--- config.mk ---
export PLATFORM = sky130hd
export DESIGN_NAME = door_sequencer
export DESIGN_NICKNAME = d
export VERILOG_FILES = /design/src/rtl/door_sequencer.sv
export SDC_FILE = /design/constraint.sdc
export NUM_CORES = 1
export LEC_CHECK = 0
export BUFFER_PORTS_ARGS = -buffer_cell sky130_fd_sc_hd__buf_2
export CORE_AREA = 2 2 62 64
export CTS_CLUSTER_SIZE = 40
export DETAILED_ROUTE_END_ITERATION = 8
export DIE_AREA = 0 0 64 66
export PLACE_DENSITY_LB_ADDON = 0.12
export SETUP_SLACK_MARGIN = 0.15
export SKIP_CTS_REPAIR_TIMING = 1
export SYNTH_ARGS = -nofsm -noshare
export SYNTH_HDL_FRONTEND = slang
export SYNTH_SLANG_ARGS = --single-unit
--- constraint.sdc ---
create_clock -name clk -period 3.6 [get_ports clk]
set_clock_uncertainty 0.1 [all_clocks]
set_input_delay 0.72 -clock clk [delete_from_list [all_inputs] [get_ports clk]]
set_output_delay 0.72 -clock clk [all_outputs]
set_load 0.02 [all_outputs]
--- src/rtl/door_sequencer.sv ---
// Car door sequencer: open stroke, dwell, close stroke and reopen handling,
// timed by a single shared cycle counter.  Every output is registered and
// is computed from the next-state values so it lines up with `estado`.
module door_sequencer #(
   parameter int MOVE_CYCLES = 20,
   parameter int OPEN_CYCLES = 100,
   parameter int MAX_REOPEN  = 3,
   parameter int CNT_W       = 16
) (
   input  logic       clk,
   input  logic       reset,
   input  logic       open_req,
   input  logic       close_req,
   input  logic       obstruct,
   input  logic       car_moving,
   output logic [1:0] estado,
   output logic       motor_open,
   output logic       motor_close,
   output logic       doors_closed,
   output logic       timeout,
   output logic       nudge,
   output logic       fault
);

   localparam int RW = $clog2(MAX_REOPEN + 1);
   localparam logic [CNT_W-1:0] MOVE_LAST  = CNT_W'(MOVE_CYCLES - 1);
   localparam logic [CNT_W-1:0] OPEN_LAST  = CNT_W'(OPEN_CYCLES - 1);
   localparam logic [RW-1:0]    REOPEN_MAX = RW'(MAX_REOPEN);

   typedef enum logic [1:0] {
      CLOSED  = 2'b00,
      OPEN    = 2'b01,
      OPENING = 2'b10,
      CLOSING = 2'b11
   } doorState_t;

   doorState_t     state;
   doorState_t     stateNext;
   logic [CNT_W-1:0] cnt;
   logic [CNT_W-1:0] cntNext;
   logic [RW-1:0]    reopenCnt;
   logic [RW-1:0]    reopenNext;
   logic             reopenLimit;
   logic             faultNext;

   // Once the reopen limit is reached a cab button no longer reopens the doors.
   assign reopenLimit = (reopenCnt == REOPEN_MAX);

   // Next-state, counter and reopen-count decisions for the door sequence.
   always_comb begin
      stateNext  = state;
      cntNext    = cnt;
      reopenNext = reopenCnt;
      faultNext  = fault | (car_moving && (state != CLOSED));

      unique case (state)
         CLOSED: begin
            cntNext = '0;
            if (open_req && !car_moving) begin
               stateNext = OPENING;
            end
         end

         OPENING: begin
            if (cnt == MOVE_LAST) begin
               stateNext = OPEN;
               cntNext   = '0;
            end else begin
               cntNext = cnt + CNT_W'(1);
            end
         end

         OPEN: begin
            if (obstruct || open_req) begin
               cntNext = '0;
            end else if (close_req) begin
               stateNext = CLOSING;
               cntNext   = '0;
            end else if (cnt == OPEN_LAST) begin
               stateNext = CLOSING;
               cntNext   = '0;
            end else begin
               cntNext = cnt + CNT_W'(1);
            end
         end

         CLOSING: begin
            if (obstruct || (open_req && !reopenLimit)) begin
               stateNext = OPENING;
               cntNext   = '0;
               if (!reopenLimit) begin
                  reopenNext = reopenCnt + RW'(1);
               end
            end else if (cnt == MOVE_LAST) begin
               stateNext  = CLOSED;
               cntNext    = '0;
               reopenNext = '0;
            end else begin
               cntNext = cnt + CNT_W'(1);
            end
         end

         default: begin
            stateNext  = CLOSED;
            cntNext    = '0;
            reopenNext = '0;
         end
      endcase
   end

   // State, counter and registered outputs, all cleared by synchronous reset.
   always_ff @(posedge clk) begin
      if (reset) begin
         state        <= CLOSED;
         cnt          <= '0;
         reopenCnt    <= '0;
         estado       <= 2'b00;
         motor_open   <= 1'b0;
         motor_close  <= 1'b0;
         doors_closed <= 1'b1;
         timeout      <= 1'b0;
         nudge        <= 1'b0;
         fault        <= 1'b0;
      end else begin
         state        <= stateNext;
         cnt          <= cntNext;
         reopenCnt    <= reopenNext;
         estado       <= stateNext;
         motor_open   <= (stateNext == OPENING);
         motor_close  <= (stateNext == CLOSING);
         doors_closed <= (stateNext == CLOSED);
         timeout      <= (stateNext == OPEN) && (cntNext == OPEN_LAST);
         nudge        <= (reopenNext == REOPEN_MAX);
         fault        <= faultNext;
      end
   end

endmodule
### Word level (Yosys, flattened, before mapping)

Index checks and enable logic that the tools add are counted.

* register bits: 26
* bits of input ports: 6
* logic and storage cells: 52

* bitwise operators: 1
* add/sub/neg operators: 2
* reduce and logical (&&, ||, !) cells: 11
* equality and inequality tests: 11
* mux-type cells: 18

Operator list (count)
* 16-bit 2-to-1 mux: 5
* 16-bit case mux with 4 select lines: 1
* 16-bit by 7-bit == test with 1-bit output, second input constant: 2
* 2-bit 2-to-1 mux: 11
* 16-bit by 1-bit adder with 16-bit output, second input constant: 1
* 16-bit by 5-bit == test with 1-bit output, second input constant: 1
* 2-bit == test, second input constant: 6
* 2-bit case mux with 4 select lines: 1
* 2-bit by 1-bit == test with 1-bit output, second input constant: 2
* 1-bit logical AND: 4
* 2-bit logical NOT: 2
* 2-bit by 1-bit adder with 2-bit output, second input constant: 1
* 1-bit logical NOT: 2
* 1-bit logical OR: 2
* 2-bit nonzero test: 1
* 1-bit OR: 1

### Logic depth before layout (Yosys ltp)

* depth in word-level cells: 8
* gate-level depth with buffers: 7
* mapped depth without buffers: 6

### Least setup slack after synthesis

No wires, ideal clock.

* kind: reg2reg
* start: register cnt[0]
* end: register cnt[11]
* data arrival time: 1695 ps
* slack: 1690 ps
* setup time: 115 ps
* path buffers: 1
* clock period less this slack: 1910 ps
* stages on the path, launching flop included: 8
* cell sequence: dfxtp_1 > ha_1 > nor4b_1 > nand4_1 > o211ai_1 > a21o_1 > buf_6 > nor2_1

* cells in the longest elaborated chain, start to end: 5

Ends and longest elaborated chain
* from (decl): RTL line 39 `logic [CNT_W-1:0] cnt;`
* from (signal assigned): RTL line 126 `cnt <= cntNext;`
* 16-bit by 1-bit adder with 16-bit output or 16-bit by 7-bit == test with 1-bit output (tied branches)
* 16-bit 2-to-1 mux: RTL line 79 `end else if (cnt == OPEN_LAST) begin`
* 16-bit 2-to-1 mux: RTL line 76 `end else if (close_req) begin`
* 16-bit 2-to-1 mux: RTL line 74 `if (obstruct || open_req) begin`
* 16-bit case mux with 4 select lines (*): RTL line 56 `unique case (state)`

Every way passes the cells marked *; elsewhere a longest branch is shown, timed or not.
A chain may end at the register's enable or synchronous reset.

### Worst setup path in the final report

* start: register cnt[0]
* end: register cnt[15]

Same word-level chain as after synthesis.

==> run_results.csv <==
group,metric,value,unit
drt,viasPerCell,5.12,
synthesis,yosysSeqAreaShare,41.1,%
grt,globalRouteOverflowTotal,0,
grt,grt_pass1_vias,993,
cts,root_buffer,"clkbuf_4",
drt,ant_nets,0,
grt,grt_pass1_wl,4500,um
final_layout,fin_nets,167,
sta,setup-violations-final,0,
placed_design,place_congestion,0.795,
setup_path,cpPeakStageDelay,490,ps
pwr,power_density,316,nW/um^2
outcome,status,"finished clean",
floorplan,die_w,64,um
synthesis,synth_top_area_share,41.1,%
final_layout,antennaDiodeCount,0,
run,maxCapViolations,0,
cts,clock_path_buffers,2,
sta,finalCriticalPeriod,2410,ps
min_path,hold_class,"flop to flop",
setup_path,critPathBufInv,0,
setup_path,cp.required,3730,ps
setup_path,reg2reg_setup_slack,1190,ps
cts,cts_tree,"built",
cts,clk_latency,320,ps
sta,layout_setup_ws,1190,ps
placed_design,numPortBuffers,13,
floorplan,dieArea,4220,um^2
pwr,p_leak,0.468,nW
floorplan,start_util,35.7,%
sta,tightest_slew,541,ps
sta,setup_tns,0,ps
sta,fin_crit_sh,67.0,%
pwr,finalPower,0.440,mW
final_layout,area_delta_synth_final,9.98,%
setup_path,crit_path_cell_trace,"ha_1 > nor4b_1 > nand4_1 > o211ai_1 > a21o_1 > o21ba_2",
drt,dr.pass1.iters,4,
synthesis,yosysTopAreaCell,"dfxtp_1",
sta,clock.fmax,415,MHz
drt,drtIter0Drc,81,
cts,cts_sinks,26,
setup_path,worstSetupStartpointType,"flop",
drt,drc,0,
setup_path,arrival,2540,ps
setup_path,slowest_stage,"a21o_1",
floorplan,die_h,66,um
floorplan,rows,22,
floorplan,core_area,3550,um^2
sta,rsz0062_at_grt,"no",
synthesis,synth_cell_types,41,
grt,antenna_found_initial,0,
setup_path,crit_family,"compound AO/OA/AOI/OAI gates",
drt,wl_per_cell,12.7,um
cts,htreeDepth,1,
synthesis,synthCells,145,
synthesis,synth-seq-cells,26,
cts,cts_buffers,3,
placed_design,dp_hpwl,2020,um
setup_path,path_max_fanout,16,
placed_design,preCtsSetupSlack,1200,ps
grt,grt_usage,13.8,%
pwr,peakVddDrop,0.000139,V
setup_path,critical_path_class,"flop to flop",
sta,drv_slew,0,
floorplan,ios,14,
synthesis,synthFlopType,"dfxtp_1",
synthesis,synth_area_leaders,"dfxtp_1 41%, nor2_1 6.8%, xnor2_1 6.2%",
grt,grt_max_degree,17,
drt,drt_wl_total,2620,um
cts,clk_pin_slew,130,ps
synthesis,synth_edf_count,0,
setup_path,end_kind,"flop",
synthesis,syn_area_per_cell,8.73,um^2
drt,vias,1055,
synthesis,ys_warn_count,0,
synthesis,syn-num-nets,152,
sta,hold_viol,0,
synthesis,ys_async_sr_fraction,0,%
sta,maxSlewHeadroom,63.9,%
synthesis,netlist_area,1270,um^2
final_layout,fill_cells,380,
final_layout,final_layout_size_suffix_gt1_share,13.9,%
final_layout,finish.utilization,39.2,%
-- flip-flops by register name, summed over array words and instances (netlist names) --
name / count
cnt: 16
reopenCnt: 2
state: 2
doors_closed: 1
fault: 1
motor_close: 1
motor_open: 1
nudge: 1
timeout: 1
-- worst register-to-register path, cell delays in order (launching register included) --
cell and delay (ps):
dfxtp_1 420, ha_1 250, nor4b_1 340, nand4_1 300, o211ai_1 190, a21o_1 490, o21ba_2 240
-- synthesized netlist by cell type (2+ instances only) --
| cell type | number |
|---|---|
| xor2_1 | 5 |
| inv_1 | 8 |
| nor2b_1 | 2 |
| o211ai_1 | 2 |
| and3b_1 | 2 |
| and3_1 | 2 |
| a31oi_1 | 3 |
| nor4_1 | 2 |
| nand2_1 | 6 |
| dfxtp_1 | 26 |
| nor2_2 | 2 |
| and4_1 | 3 |
| nand3_1 | 6 |
| a21oi_1 | 4 |
| o21ai_0 | 6 |
| nor2_1 | 23 |
| nand4_1 | 6 |
| nor4b_1 | 3 |
| o21a_1 | 2 |
| nor3_1 | 3 |
| xnor2_1 | 9 |
-- cells by family after synthesis --
kind of cell	synth area share, %
XOR/XNOR	9.68
multiplexers	0.791
buffers and inverters	4.05
AND/OR/NAND/NOR	30.2
AO/OA/AOI/OAI	12.4
flip-flops	41.1
adder cells (fa/ha/maj)	1.78
-- stage by stage --
stage / cell area, um^2 / hold slack [ps] / std cells
finish: 1390 / 380 / 206
global route: 1390 / 417 / 206
CTS: 1390 / 392 / 206
detailed placement: 1370 / 358 / 203
global placement: 1370 / 348 / 203
floorplan: 1270 / 341 / 145
-- layout by cell type, fill, tap and decap left out, drive strengths merged, types with 2 or more instances in the layout --
cell type,synthesis,routed
buf,2,13
inv,8,8
a31oi,3,3
xor2,5,5
nor2b,2,2
o21a,2,2
dfxtp,26,26
and3,2,2
xnor2,9,9
o21ai,6,6
nor3,3,3
nand4,6,6
nand3,6,6
and4,4,4
o211ai,2,2
nand2,6,6
nor4b,3,3
nor4,3,3
and3b,2,2
clkbuf,1,3
a21oi,4,4
nor2,25,25
-- where the power goes --
part           switching [mW]  total [mW]  internal [mW]
Clock                  0.0815       0.121         0.0392
Sequential            0.00276       0.294          0.292
Combinational          0.0151      0.0246        0.00946
Total                  0.0994       0.440          0.340
-- final timing paths --
| check | endpoint | from | depth (start not counted) |
|---|---|---|---|
| worst max-delay path | cnt[15]$_SDFF_PP0_ | cnt[0]$_SDFF_PP0_ | 6 |
| worst min-delay path | fault$_SDFF_PP0_ | fault$_SDFF_PP0_ | 2 |
| worst max register to register | cnt[15]$_SDFF_PP0_ | cnt[0]$_SDFF_PP0_ | 6 |
| worst min register to register | fault$_SDFF_PP0_ | fault$_SDFF_PP0_ | 2 |
-- per-layer routing --
| metal | part of all wire (%) | GRT usage (%) | vias to the layer above |
|---|---|---|---|
| met1 | 46 | 16.4 | 484 |
| li1 | - | - | 542 |
| met4 | 0.84 | 6.52 | 0 |
| met3 | 5.0 | 2.73 | 2 |
| met2 | 48 | 24.0 | 27 |
| met5 | 0 | 0 | - |
-- final cells by class --
cell class	instances	area (um^2)	area share, %
inverter	8	30.0	2.16
sequential	26	520	37.4
timing repair buffer	13	65.1	4.67
clock buffer	3	22.5	1.62
multi-input combinational	108	694	49.9
tap	48	60.1	4.31
Power figures use the tool's default switching activity.
